==> src/rtl/xbar_slv_aw_w_arbiter.sv <==
// Round-robin AW/W arbiter in front of one crossbar slave port.
// Holds the W route to the granted master until WLAST; tags AWID with the grant.
module xbar_slv_aw_w_arbiter #(
   parameter  int NUM_MST   = 3,
   parameter  int ADDR_W    = 32,
   parameter  int DATA_W    = 64,
   parameter  int ID_W      = 6,
   localparam int MST_IDX_W = (NUM_MST > 1) ? $clog2(NUM_MST) : 1,
   localparam int STRB_W    = DATA_W / 8
) (
   input  logic                        clk_i,
   input  logic                        rst_i,
   input  logic [NUM_MST-1:0]          mst_aw_valid_i,
   output logic [NUM_MST-1:0]          mst_aw_ready_o,
   input  logic [NUM_MST*ID_W-1:0]     mst_aw_id_i,
   input  logic [NUM_MST*ADDR_W-1:0]   mst_aw_addr_i,
   input  logic [NUM_MST*8-1:0]        mst_aw_len_i,
   input  logic [NUM_MST-1:0]          mst_w_valid_i,
   output logic [NUM_MST-1:0]          mst_w_ready_o,
   input  logic [NUM_MST*DATA_W-1:0]   mst_w_data_i,
   input  logic [NUM_MST*STRB_W-1:0]   mst_w_strb_i,
   input  logic [NUM_MST-1:0]          mst_w_last_i,
   output logic                        slv_aw_valid_o,
   input  logic                        slv_aw_ready_i,
   output logic [ID_W+MST_IDX_W-1:0]   slv_aw_id_o,
   output logic [ADDR_W-1:0]           slv_aw_addr_o,
   output logic [7:0]                  slv_aw_len_o,
   output logic                        slv_w_valid_o,
   input  logic                        slv_w_ready_i,
   output logic [DATA_W-1:0]           slv_w_data_o,
   output logic [STRB_W-1:0]           slv_w_strb_o,
   output logic                        slv_w_last_o,
   output logic                        w_len_err_o
);

   typedef enum logic [1:0] {
      S_IDLE = 2'd0,
      S_AW   = 2'd1,
      S_W    = 2'd2
   } state_t;

   state_t               r_state;
   state_t               w_state_nxt;
   logic [MST_IDX_W-1:0] r_grant;
   logic [MST_IDX_W-1:0] r_rr_ptr;
   logic [MST_IDX_W-1:0] w_off;
   logic [MST_IDX_W-1:0] w_pick;
   logic [MST_IDX_W-1:0] w_rr_nxt;
   logic [MST_IDX_W:0]   w_sum;
   logic [2*NUM_MST-1:0] w_dbl;
   logic                 w_any_req;
   logic [8:0]           r_cnt;
   logic                 r_err;
   logic [ID_W-1:0]      w_aw_id;
   logic [7:0]           w_aw_len;
   logic                 w_g_wvalid;
   logic                 w_g_wlast;
   logic                 w_aw_hs;
   logic                 w_w_hs;
   logic                 w_bad_len;

   // Rotate requests so bit 0 is the round-robin pointer; lowest set bit wins.
   always_comb begin
      w_dbl     = {mst_aw_valid_i, mst_aw_valid_i} >> r_rr_ptr;
      w_off     = '0;
      w_any_req = |mst_aw_valid_i;
      for (int k = NUM_MST - 1; k >= 0; k--) begin
         if (w_dbl[k]) w_off = MST_IDX_W'(k);
      end
      w_sum = {1'b0, r_rr_ptr} + {1'b0, w_off};
      if (w_sum >= (MST_IDX_W+1)'(NUM_MST)) begin
         w_sum = w_sum - (MST_IDX_W+1)'(NUM_MST);
      end
      w_pick = w_sum[MST_IDX_W-1:0];
   end

   always_comb begin
      w_aw_id        = '0;
      slv_aw_addr_o  = '0;
      w_aw_len       = '0;
      w_g_wvalid     = 1'b0;
      w_g_wlast      = 1'b0;
      slv_w_data_o   = '0;
      slv_w_strb_o   = '0;
      mst_aw_ready_o = '0;
      mst_w_ready_o  = '0;
      for (int m = 0; m < NUM_MST; m++) begin
         if (r_grant == MST_IDX_W'(m)) begin
            w_aw_id           = mst_aw_id_i[m*ID_W +: ID_W];
            slv_aw_addr_o     = mst_aw_addr_i[m*ADDR_W +: ADDR_W];
            w_aw_len          = mst_aw_len_i[m*8 +: 8];
            w_g_wvalid        = mst_w_valid_i[m];
            w_g_wlast         = mst_w_last_i[m];
            slv_w_data_o      = mst_w_data_i[m*DATA_W +: DATA_W];
            slv_w_strb_o      = mst_w_strb_i[m*STRB_W +: STRB_W];
            mst_aw_ready_o[m] = (r_state == S_AW) && slv_aw_ready_i;
            mst_w_ready_o[m]  = (r_state == S_W) && slv_w_ready_i;
         end
      end
   end

   assign slv_aw_valid_o = (r_state == S_AW);
   assign slv_aw_id_o    = {r_grant, w_aw_id};
   assign slv_aw_len_o   = w_aw_len;
   assign slv_w_valid_o  = (r_state == S_W) && w_g_wvalid;
   assign slv_w_last_o   = w_g_wlast;
   assign w_len_err_o    = r_err;

   assign w_aw_hs   = (r_state == S_AW) && slv_aw_ready_i;
   assign w_w_hs    = (r_state == S_W) && w_g_wvalid && slv_w_ready_i;
   assign w_bad_len = w_g_wlast ? (r_cnt != 9'd1) : (r_cnt <= 9'd1);
   assign w_rr_nxt  = (r_grant == MST_IDX_W'(NUM_MST - 1)) ? '0
                    : r_grant + 1'b1;

   always_comb begin
      w_state_nxt = r_state;
      unique case (r_state)
         S_IDLE:  if (w_any_req) w_state_nxt = S_AW;
         S_AW:    if (slv_aw_ready_i) w_state_nxt = S_W;
         S_W:     if (w_w_hs && w_g_wlast) w_state_nxt = S_IDLE;
         default: w_state_nxt = S_IDLE;
      endcase
   end

   always_ff @(posedge clk_i) begin
      if (rst_i) begin
         r_state  <= S_IDLE;
         r_grant  <= '0;
         r_rr_ptr <= '0;
         r_cnt    <= '0;
         r_err    <= 1'b0;
      end else begin
         r_state <= w_state_nxt;
         r_err   <= w_w_hs && w_bad_len;
         if (r_state == S_IDLE && w_any_req) r_grant <= w_pick;
         // Counter saturates so over-long bursts keep flagging errors.
         if (w_aw_hs) begin
            r_cnt <= {1'b0, w_aw_len} + 9'd1;
         end else if (w_w_hs && r_cnt != 9'd0) begin
            r_cnt <= r_cnt - 9'd1;
         end
         if (w_w_hs && w_g_wlast) r_rr_ptr <= w_rr_nxt;
      end
   end

endmodule

==> config.mk <==
export PLATFORM = sky130hd
export DESIGN_NAME = xbar_slv_aw_w_arbiter
export DESIGN_NICKNAME = d
export VERILOG_FILES = /design/src/rtl/xbar_slv_aw_w_arbiter.sv
export SDC_FILE = /design/constraint.sdc
export NUM_CORES = 1
export LEC_CHECK = 0
export ABC_AREA = 1
export CAP_MARGIN = 10
export CORE_AREA = 2 2 191 193
export CTS_CLUSTER_DIAMETER = 150
export CTS_CLUSTER_SIZE = 10
export DETAILED_ROUTE_END_ITERATION = 8
export DIE_AREA = 0 0 193 195
export SETUP_SLACK_MARGIN = 0.4
export SYNTH_ARGS = -nofsm -noshare
export SYNTH_HDL_FRONTEND = slang
export SYNTH_SLANG_ARGS = --single-unit
==> constraint.sdc <==
create_clock -name clk_i -period 5.17 [get_ports clk_i]
set_input_delay 1.034 -clock clk_i [delete_from_list [all_inputs] [get_ports clk_i]]
set_output_delay 1.034 -clock clk_i [all_outputs]
set_load 0.01 [all_outputs]
==> run_results.csv, run 1 <==
group,metric,value,unit
clock_network,cts-htree-levels,1,
worst_setup_path,path_max_fanout,35,
synth,synth_top_family_by_area,"simple AND/OR/NAND/NOR gates",
power,peakVddDrop,0.212,mV
clock_network,root_buffer,"clkbuf_16",
die,coreArea,35400,sq um
synth,avgSynthCellArea,4.78,sq um
clock_network,cts_hold_buf,0,
power,p_per_area,207,nW/um^2
worst_setup_path,crit_path_end_kind,"primary output",
layout,syn2layout_area_growth,159,%
grt,grt_overflow,0,
synth,synthAdderAreaFrac,2.37,%
placement,port_buffers,496,
timing,hold_viol,0,
layout,fin_area,9010,sq um
grt,grt_pass1_wl,39900,microns
synth,synthXorXnorAreaFrac,0.504,%
synth,synth-edff-count,0,
run,drv_cap,0,
synth,syn_inst,728,
routing,first_iter_violations,249,
grt,grt_max_degree,115,
die,rows,69,
grt,track_usage,13.9,%
placement,gp_congestion,0.946,
clock_network,clock_latency,240,ps
synth,seq_area_frac_synth,9.21,%
synth,synthDominantCellAreaShare,40.8,%
clock_network,clock_sinks,16,
synth,synth_cell_types,33,
routing,num_vias,6504,
synth,yosys.area_share.simple,70.9,%
synth,synth_area_leaders,"nand2_1 41%, nand3_1 19%, dfxtp_1 9.2%",
timing,fmax,0.253,GHz
synth,netlist_area,3480,sq um
timing,skew,1.14,ps
timing,slew_headroom,51.5,%
worst_setup_path,worst_ep_arrival_time,2910,ps
die,start_util,9.82,%
routing,drt-total-wl,27900,microns
clock_network,cts_post_setup_buffers_inserted,0,
clock_network,cts_tree,"done",
timing,worst_pin_slew,728,ps
worst_setup_path,cp.required,4140,ps
synth,synth_mux_area_share,0,%
synth,synth_common_cells,"378 x nand2_1, 129 x nand3_1, 33 x nor2_1, 32 x inv_1, 26 x clkbuf_1",
synth,syn_nets,1101,
timing,layout_min_cycle_time,3950,ps
die,dieArea,37600,sq um
routing,viasPerCell,3.93,
timing,fin_crit_sh,76.3,%
placement,post_dp_cell_area,8910,sq um
clock_network,cts_resized,0,
timing,fin_tns_setup,0,ps
synth,ys_async_sr_fraction,0,%
timing,grt_setup_unrepaired,"no",
synth,yosysMostFrequentCell,"nand2_1",
die,die_h,195,microns
synth,ys_warn_count,0,
layout,final_nets,1567,
grt,grt_pass1_vias,6533,
layout,drive_above_1_share,3.69,%
clock_network,clock_path_buffers,2,
clock_network,cts_inserted_buffers,3,
worst_hold_path,holdCritPathClass,"reg -> reg",
status,status,"finished, final reports clean",
die,ioPinCount,497,
timing,hold_ws,490,ps
timing,slew_viol_final,0,
routing,wl_per_cell,16.8,microns
synth,synth_seq_cells,16,
routing,drtPass1Iterations,4,
timing,finalSetupViolations,0,
layout,n_fill_cell,3976,
synth,synth_flop_cell,"dfxtp_1",
worst_setup_path,worstSetupPathType,"reg -> out",
clock_network,clkTransAtPathRegs,50,ps
die,die_w,193,microns
placement,dp_hpwl,23900,microns
synth,yosysTopAreaCell,"nand2_1",
worst_setup_path,cp-start-kind,"flop",
grt,antenna_found_initial,8,
synth,synth_compound_area_share,7.66,%
routing,antenna_left,0,
power,leakage,3.64,nW
routing,drc_errors,0,
==> critical path, cell delays in order, from the launching register on <==
cell	delay, ps
dfxtp_1	770
nand2_2	250
inv_4	380
buf_4	380
nand2_1	160
nand3_1	110
clkdlybuf4s50_1	560
==> cell usage in the layout, fill, tap and decap left out <==
| cell | instances |
|---|---|
| xor2_1 | 2 |
| o21ai_1 | 6 |
| nand2_2 | 7 |
| nand2_1 | 378 |
| nor2_2 | 3 |
| a31oi_1 | 1 |
| inv_1 | 31 |
| nand4_1 | 4 |
| nor3_1 | 4 |
| nor3_2 | 1 |
| fa_1 | 1 |
| buf_12 | 2 |
| nand3b_1 | 1 |
| diode_2 | 2 |
| nand3b_2 | 1 |
| clkbuf_8 | 1 |
| o21ai_0 | 18 |
| a22oi_1 | 1 |
| clkdlybuf4s50_1 | 496 |
| nor2_1 | 33 |
| inv_4 | 1 |
| a21oi_2 | 2 |
| buf_4 | 4 |
| nand3_1 | 129 |
| o211ai_1 | 1 |
| a21oi_1 | 19 |
| or2_2 | 2 |
| nand3_2 | 7 |
| inv_2 | 4 |
| dfxtp_1 | 16 |
| clkinv_1 | 1 |
| nor2_4 | 6 |
| o22ai_1 | 2 |
| ha_1 | 5 |
| clkbuf_16 | 3 |
==> sequential cells by signal, indices dropped and copies added, names as in the netlist <==
name and cells:
r_state 2, r_cnt 9, w_len_err_o 1, r_grant 2, r_rr_ptr 2
==> routing by layer <==
metal / vias up / routed length (microns) / track usage [%]
li1: 3256 / - / -
met1: 2907 / 11200 / 17.0
met2: 289 / 13500 / 24.0
met3: 40 / 2280 / 3.74
met4: 12 / 753 / 3.45
met5: - / 86 / 0
==> cells by family after synthesis <==
kind of cell             after synthesis
AO/OA/AOI/OAI                         50
XOR/XNOR                               2
adder cells (fa/ha/maj)                6
buffers and inverters                 78
flip-flops                            16
AND/OR/NAND/NOR                      576
==> power breakdown <==
part	leakage [nW]	internal, W	switching [W]
Clock	0.0442	0.000117	0.0000472
Sequential	0.131	0.000134	0.0000182
Combinational	3.46	0.000792	0.000752
Total	3.64	0.00104	0.000818
==> worst paths after layout <==
path                     from               to  slack [ps]  cells after the start
setup / recovery   r_grant[1]  slv_w_data_o[8]        1220                      6
hold / removal       r_cnt[8]         r_cnt[8]         490                      2
setup reg to reg  r_rr_ptr[0]       r_grant[1]        2660                     12
hold reg to reg      r_cnt[8]         r_cnt[8]         490                      2
==> area by class of cell <==
| cell class | instances | area, sq um | area share, % |
|---|---|---|---|
| multi-input cells | 634 | 2840 | 31.5 |
| repair buffers | 502 | 5030 | 55.9 |
| well taps | 461 | 577 | 6.40 |
| diodes | 2 | 5.00 | 0.0556 |
| inverters | 37 | 141 | 1.57 |
| clock buffers | 4 | 88.8 | 0.986 |
| flip-flops and latches | 16 | 320 | 3.56 |
==> metrics by stage <==
step | setup slack [ps] | utilization (%) | cells | power, W
global placement | 1450 | 25.2 | 1650 | 0.00171
floorplan | 2210 | - | 728 | 0.000762
finish | 1220 | 25.5 | 1656 | 0.00186
detailed placement | 1450 | 25.2 | 1650 | 0.00171
global route | 1060 | 25.4 | 1655 | 0.00199
CTS | 1170 | 25.4 | 1654 | 0.00188
Note: power is estimated with default switching activity, not from simulation.
==> run 2: changes to the inputs <==
CORE_AREA = 2 2 193 195   (was 2 2 191 193)
DIE_AREA = 0 0 195 197   (was 0 0 193 195)
clock period = 3.9 ns   (was 5.17 ns; I/O delays follow)
==> run_results.csv, run 2 (synthesis gave the netlist of run 1 again) <==
group,metric,value,unit
grt,track_usage,12.8,%
grt,grt_max_degree,74,
worst_setup_path,cp.required,4010,ps
routing,antenna_left,0,
layout,layout_commonest_cell,"clkdlybuf4s50_1",
worst_setup_path,worstReg2RegStart,"r_rr_ptr[0]",
routing,wl_met3,2160,microns
layout,n_fill_cell,4136,
timing,grt_setup_unrepaired,"no",
placement,dp_hpwl,22900,microns
grt,antenna_found_initial,1,
worst_setup_path,crit_path_end_kind,"flop",
power,leakage,3.66,nW
timing,finalSetupViolations,0,
die,coreArea,36300,sq um
layout,antennaDiodeCount,0,
die,die_h,197,microns
timing,layout_min_cycle_time,3170,ps
routing,num_vias,6419,
power,peakVddDrop,0.136,mV
timing,worst_pin_slew,488,ps
clock_network,cts_tree,"done",
routing,met1_length,10700,microns
clock_network,cts-htree-levels,1,
grt,grt_overflow,0,
worst_setup_path,crit_start,"mst_aw_valid_i[1]",
placement,port_buffers,496,
run,drv_cap,0,
routing,drc_errors,0,
die,start_util,9.59,%
routing,wl_per_cell,16.0,microns
clock_network,clkTransAtPathRegs,50,ps
clock_network,root_buffer,"clkbuf_16",
timing,slew_viol_final,0,
worst_hold_path,hold_path.startpoint,"r_cnt[8]",
die,rows,70,
status,status,"finished, final reports clean",
clock_network,clock_latency,250,ps
layout,final_nets,1569,
timing,fin_crit_sh,81.3,%
timing,slew_headroom,67.5,%
placement,gp_congestion,0.944,
worst_setup_path,path_max_fanout,4,
clock_network,clock_sinks,16,
power,p_per_area,273,nW/um^2
grt,grt_pass1_vias,6408,
routing,first_iter_violations,261,
layout,largest_register,"r_cnt",
worst_setup_path,cp-start-kind,"input pin",
layout,final_util,25.0,%
worst_hold_path,holdCritPathClass,"reg -> reg",
layout,drive_above_1_share,3.93,%
clock_network,cts_inserted_buffers,3,
die,die_w,195,microns
timing,skew,1.68,ps
routing,drtPass1Iterations,6,
routing,dr_wl_met2,13000,microns
clock_network,clock_path_buffers,2,
routing,viasPerCell,3.86,
layout,syn2layout_area_growth,161,%
clock_network,cts_hold_buf,0,
routing,drt-total-wl,26500,microns
layout,largest_reg_flops,9,
timing,fin_tns_setup,0,ps
routing,highest_layer,"met5",
worst_setup_path,worstSetupPathType,"in -> reg",
die,dieArea,38400,sq um
timing,fmax,0.315,GHz
layout,final_cell_mix,"496 x clkdlybuf4s50_1, 378 x nand2_1, 129 x nand3_1",
die,ioPinCount,497,
worst_setup_path,worst_ep_arrival_time,3280,ps
timing,hold_viol,0,
grt,grt_pass1_wl,38200,microns
## run 2: cell count changes in the layout (fill, tap and decap cells not counted), sizes merged
cell | previous run | this run
buf | 6 | 8
diode | 2 | 0
## run 2: per-layer routing
metal | global-route usage, % | vias up
met5 | 0 | -
met4 | 2.88 | 2
met3 | 3.56 | 30
met2 | 22.7 | 286
met1 | 15.4 | 2842
li1 | - | 3259
## run 2: stage by stage
step	instance area [sq um]	setup WS, ps	total power (W)	hold slack (ps)	std cells
2_1_floorplan	3480	1190	0.00101	451	728
4_1_cts	9070	686	0.00251	487	1663
3_5_place_dp	8980	458	0.00227	475	1659
6_report	9070	728	0.00248	485	1663
5_1_grt	9070	481	0.00264	513	1663
3_3_place_gp	8980	510	0.00226	471	1659
## run 2: worst max-delay path, stage by stage
cell             delay (ps)
clkdlybuf4s50_1         480
inv_1                    60
o21ai_0                 280
nand2_1                  90
a22oi_1                 190
ha_1                    180
inv_1                    50
fa_1                    520
inv_1                    60
ha_1                    190
nor2_1                  180
nand2_1                  60
o21ai_0                  80
a21oi_1                  90
## run 2: area by class of cell
cell class | count | area, sq um | share of cell area, %
sequential | 16 | 322 | 3.55
tap | 468 | 586 | 6.46
multi-input combinational | 634 | 2840 | 31.3
inverter | 37 | 141 | 1.56
clock buffer | 4 | 88.8 | 0.980
timing repair buffer | 504 | 5090 | 56.1
## run 2: report_power, final
part	total [W]	internal, W	switching (W)
logic	0.00205	0.00107	0.000983
registers	0.000200	0.000178	0.0000212
clock network	0.000226	0.000156	0.0000698
total	0.00248	0.00140	0.00107
## run 2: repair_timing
| item | in CTS | in global routing |
|---|---|---|
| hold endpoints to repair | 0 | 0 |
| setup endpoints to repair | 1 | 0 |
| resized for setup | 1 | 0 |
| buffers inserted | 0 | 0 |
## run 2: final timing paths
kind	endpoint	slack [ps]	cells after the start
hold reg to reg	r_cnt[8]	480	2
setup / recovery	r_grant[1]	730	14
hold / removal	r_cnt[8]	480	2
setup reg to reg	r_grant[1]	1380	12
==> run 3: changes to the inputs <==
CORE_AREA = 2 2 194 196   (was 2 2 193 195)
DIE_AREA = 0 0 196 198   (was 0 0 195 197)
clock period = 2.9 ns   (was 3.9 ns; I/O delays follow)
==> run_results.csv, run 3 (synthesis gave the netlist of run 1 again) <==
group,metric,value,unit
status,status,"finished, final reports clean",
layout,largest_register,"r_cnt",
worst_setup_path,cp-start-kind,"flop",
worst_setup_path,crit_path_end_kind,"primary output",
placement,dp_hpwl,22300,microns
timing,fmax,0.386,GHz
run,drv_cap,0,
routing,viasPerCell,3.91,
worst_setup_path,max_stage_delay,560,ps
timing,fin_crit_sh,89.2,%
power,leakage,4.29,nW
placement,port_buffers,496,
clock_network,clock_latency,240,ps
routing,num_vias,6672,
worst_setup_path,worstSetupPathType,"reg -> out",
layout,syn2layout_area_growth,172,%
timing,worst_pin_slew,452,ps
power,peakVddDrop,0.194,mV
worst_setup_path,cp.required,2320,ps
die,die_h,198,microns
die,rows,71,
worst_setup_path,path_max_fanout,50,
timing,postLayoutSetupSlackWorst,312,ps
worst_setup_path,timing.critical_path.buf_inv,5,
timing,skew,3.04,ps
routing,first_iter_violations,387,
timing,layout_min_cycle_time,2590,ps
grt,grt_max_degree,51,
timing,slew_viol_final,0,
worst_hold_path,holdCritPathClass,"reg -> reg",
routing,wl_per_cell,16.7,microns
clock_network,cts-htree-levels,1,
routing,antenna_left,0,
grt,grt_pass1_vias,6689,
placement,post-place-ws,-246,ps
timing,grt_setup_unrepaired,"yes",
power,p_per_area,364,nW/um^2
placement,gp_congestion,0.883,
grt,grt_overflow,0,
layout,final_cell_mix,"376 x nand2_1, 372 x clkdlybuf4s50_1, 128 x nand3_1",
worst_setup_path,slowest_stage,"clkdlybuf4s50_1",
clock_network,root_buffer,"clkbuf_16",
grt,track_usage,13.8,%
worst_setup_path,path_cells,"inv_4 > nand2_2 > clkinv_2 > buf_12 > buf_4 > nand2_1 > nand3_1 > clkdlybuf4s50_1",
layout,final_nets,1609,
timing,hold_viol,0,
grt,grt_pass1_wl,40500,microns
layout,stdcell_count,1708,
timing,finalSetupViolations,0,
worst_setup_path,worst_ep_arrival_time,2010,ps
placement,dp_cells,1679,
layout,layout_commonest_cell,"nand2_1",
clock_network,clock_sinks,16,
layout,largest_reg_flops,9,
die,coreArea,37000,sq um
clock_network,cts_tree,"done",
die,dieArea,38800,sq um
grt,antenna_found_initial,0,
layout,antennaDiodeCount,0,
clock_network,clkTransAtPathRegs,50,ps
worst_setup_path,cp_top_family,"buffers and inverters",
routing,drtPass1Iterations,5,
clock_network,cts_hold_buf,0,
routing,drt-total-wl,28500,microns
clock_network,cts_inserted_buffers,3,
clock_network,clock_path_buffers,2,
routing,drc_errors,0,
die,die_w,196,microns
layout,drive_above_1_share,11.4,%
die,start_util,9.41,%
die,ioPinCount,497,
timing,slew_headroom,69.7,%
[run 3: changes by cell type in the layout (fill, tap and decap cells not counted), sizes merged, moves of 6 or more]
cell / delta
clkdlybuf4s15: +6
clkbuf: +35
clkdlybuf4s50: -124
buf: +40
dlymetal6s2s: +17
dlygate4sd2: +61
[run 3: cell type report]
class	count	area (sq um)
clock buffer	3	75.1
sequential	16	325
multi-input combinational	634	2890
inverter	37	143
tap	474	593
timing repair buffer	544	5430
fill	4173	27500
[run 3: final timing paths]
check,from,to,slack [ps],cells past startpoint
worst min-delay path,r_cnt[8],r_cnt[8],490,2
worst min register to register,r_cnt[8],r_cnt[8],490,2
worst max register to register,r_rr_ptr[0],r_grant[0],560,14
worst max-delay path,r_grant[0],slv_aw_addr_o[31],310,8
[run 3: stage by stage]
step,hold slack [ps],utilization (%),setup TNS [ps],cell area [sq um],power [W]
floorplan,451,-,0,3480,0.00136
global placement,471,24.6,-373,9090,0.00313
detailed placement,471,24.6,-486,9090,0.00313
CTS,482,25.7,0,9490,0.00351
global route,518,25.6,0,9460,0.00368
finish,489,25.6,0,9460,0.00344
[run 3: repair_timing]
| action | in CTS | in global routing |
|---|---|---|
| buffers inserted | 14 | 3 |
| endpoints found under the hold margin | 0 | 0 |
| setup endpoints to repair | 122 | 63 |
| cloned | 9 | 0 |
| resized for setup | 138 | 104 |
| pin swaps | 10 | 7 |
[run 3: worst register-to-register path, stage by stage, from the launching register on]
cell and delay, ps:
dfxtp_2 430, nand2_1 90, o21ai_2 80, nand2_2 90, buf_4 140, buf_4 120, nand2_1 60, o211ai_1 100
fa_1 480, inv_2 100, nand2_1 50, nand2_1 90, nor2_4 50, or2_2 270, a31oi_1 140
[run 3: routing by layer]
metal | vias up | track usage, % | part of all wire [%]
met4 | 0 | 4.41 | 3.5
met5 | - | 0 | 0
met1 | 2974 | 18.2 | 44
li1 | 3355 | - | -
met2 | 301 | 22.5 | 46
met3 | 42 | 2.57 | 6.8
[run 3: power by group]
part,internal (W),switching [W]
registers,0.000240,0.0000226
logic,0.00143,0.00149
clock network,0.000181,0.0000832
total,0.00185,0.00159
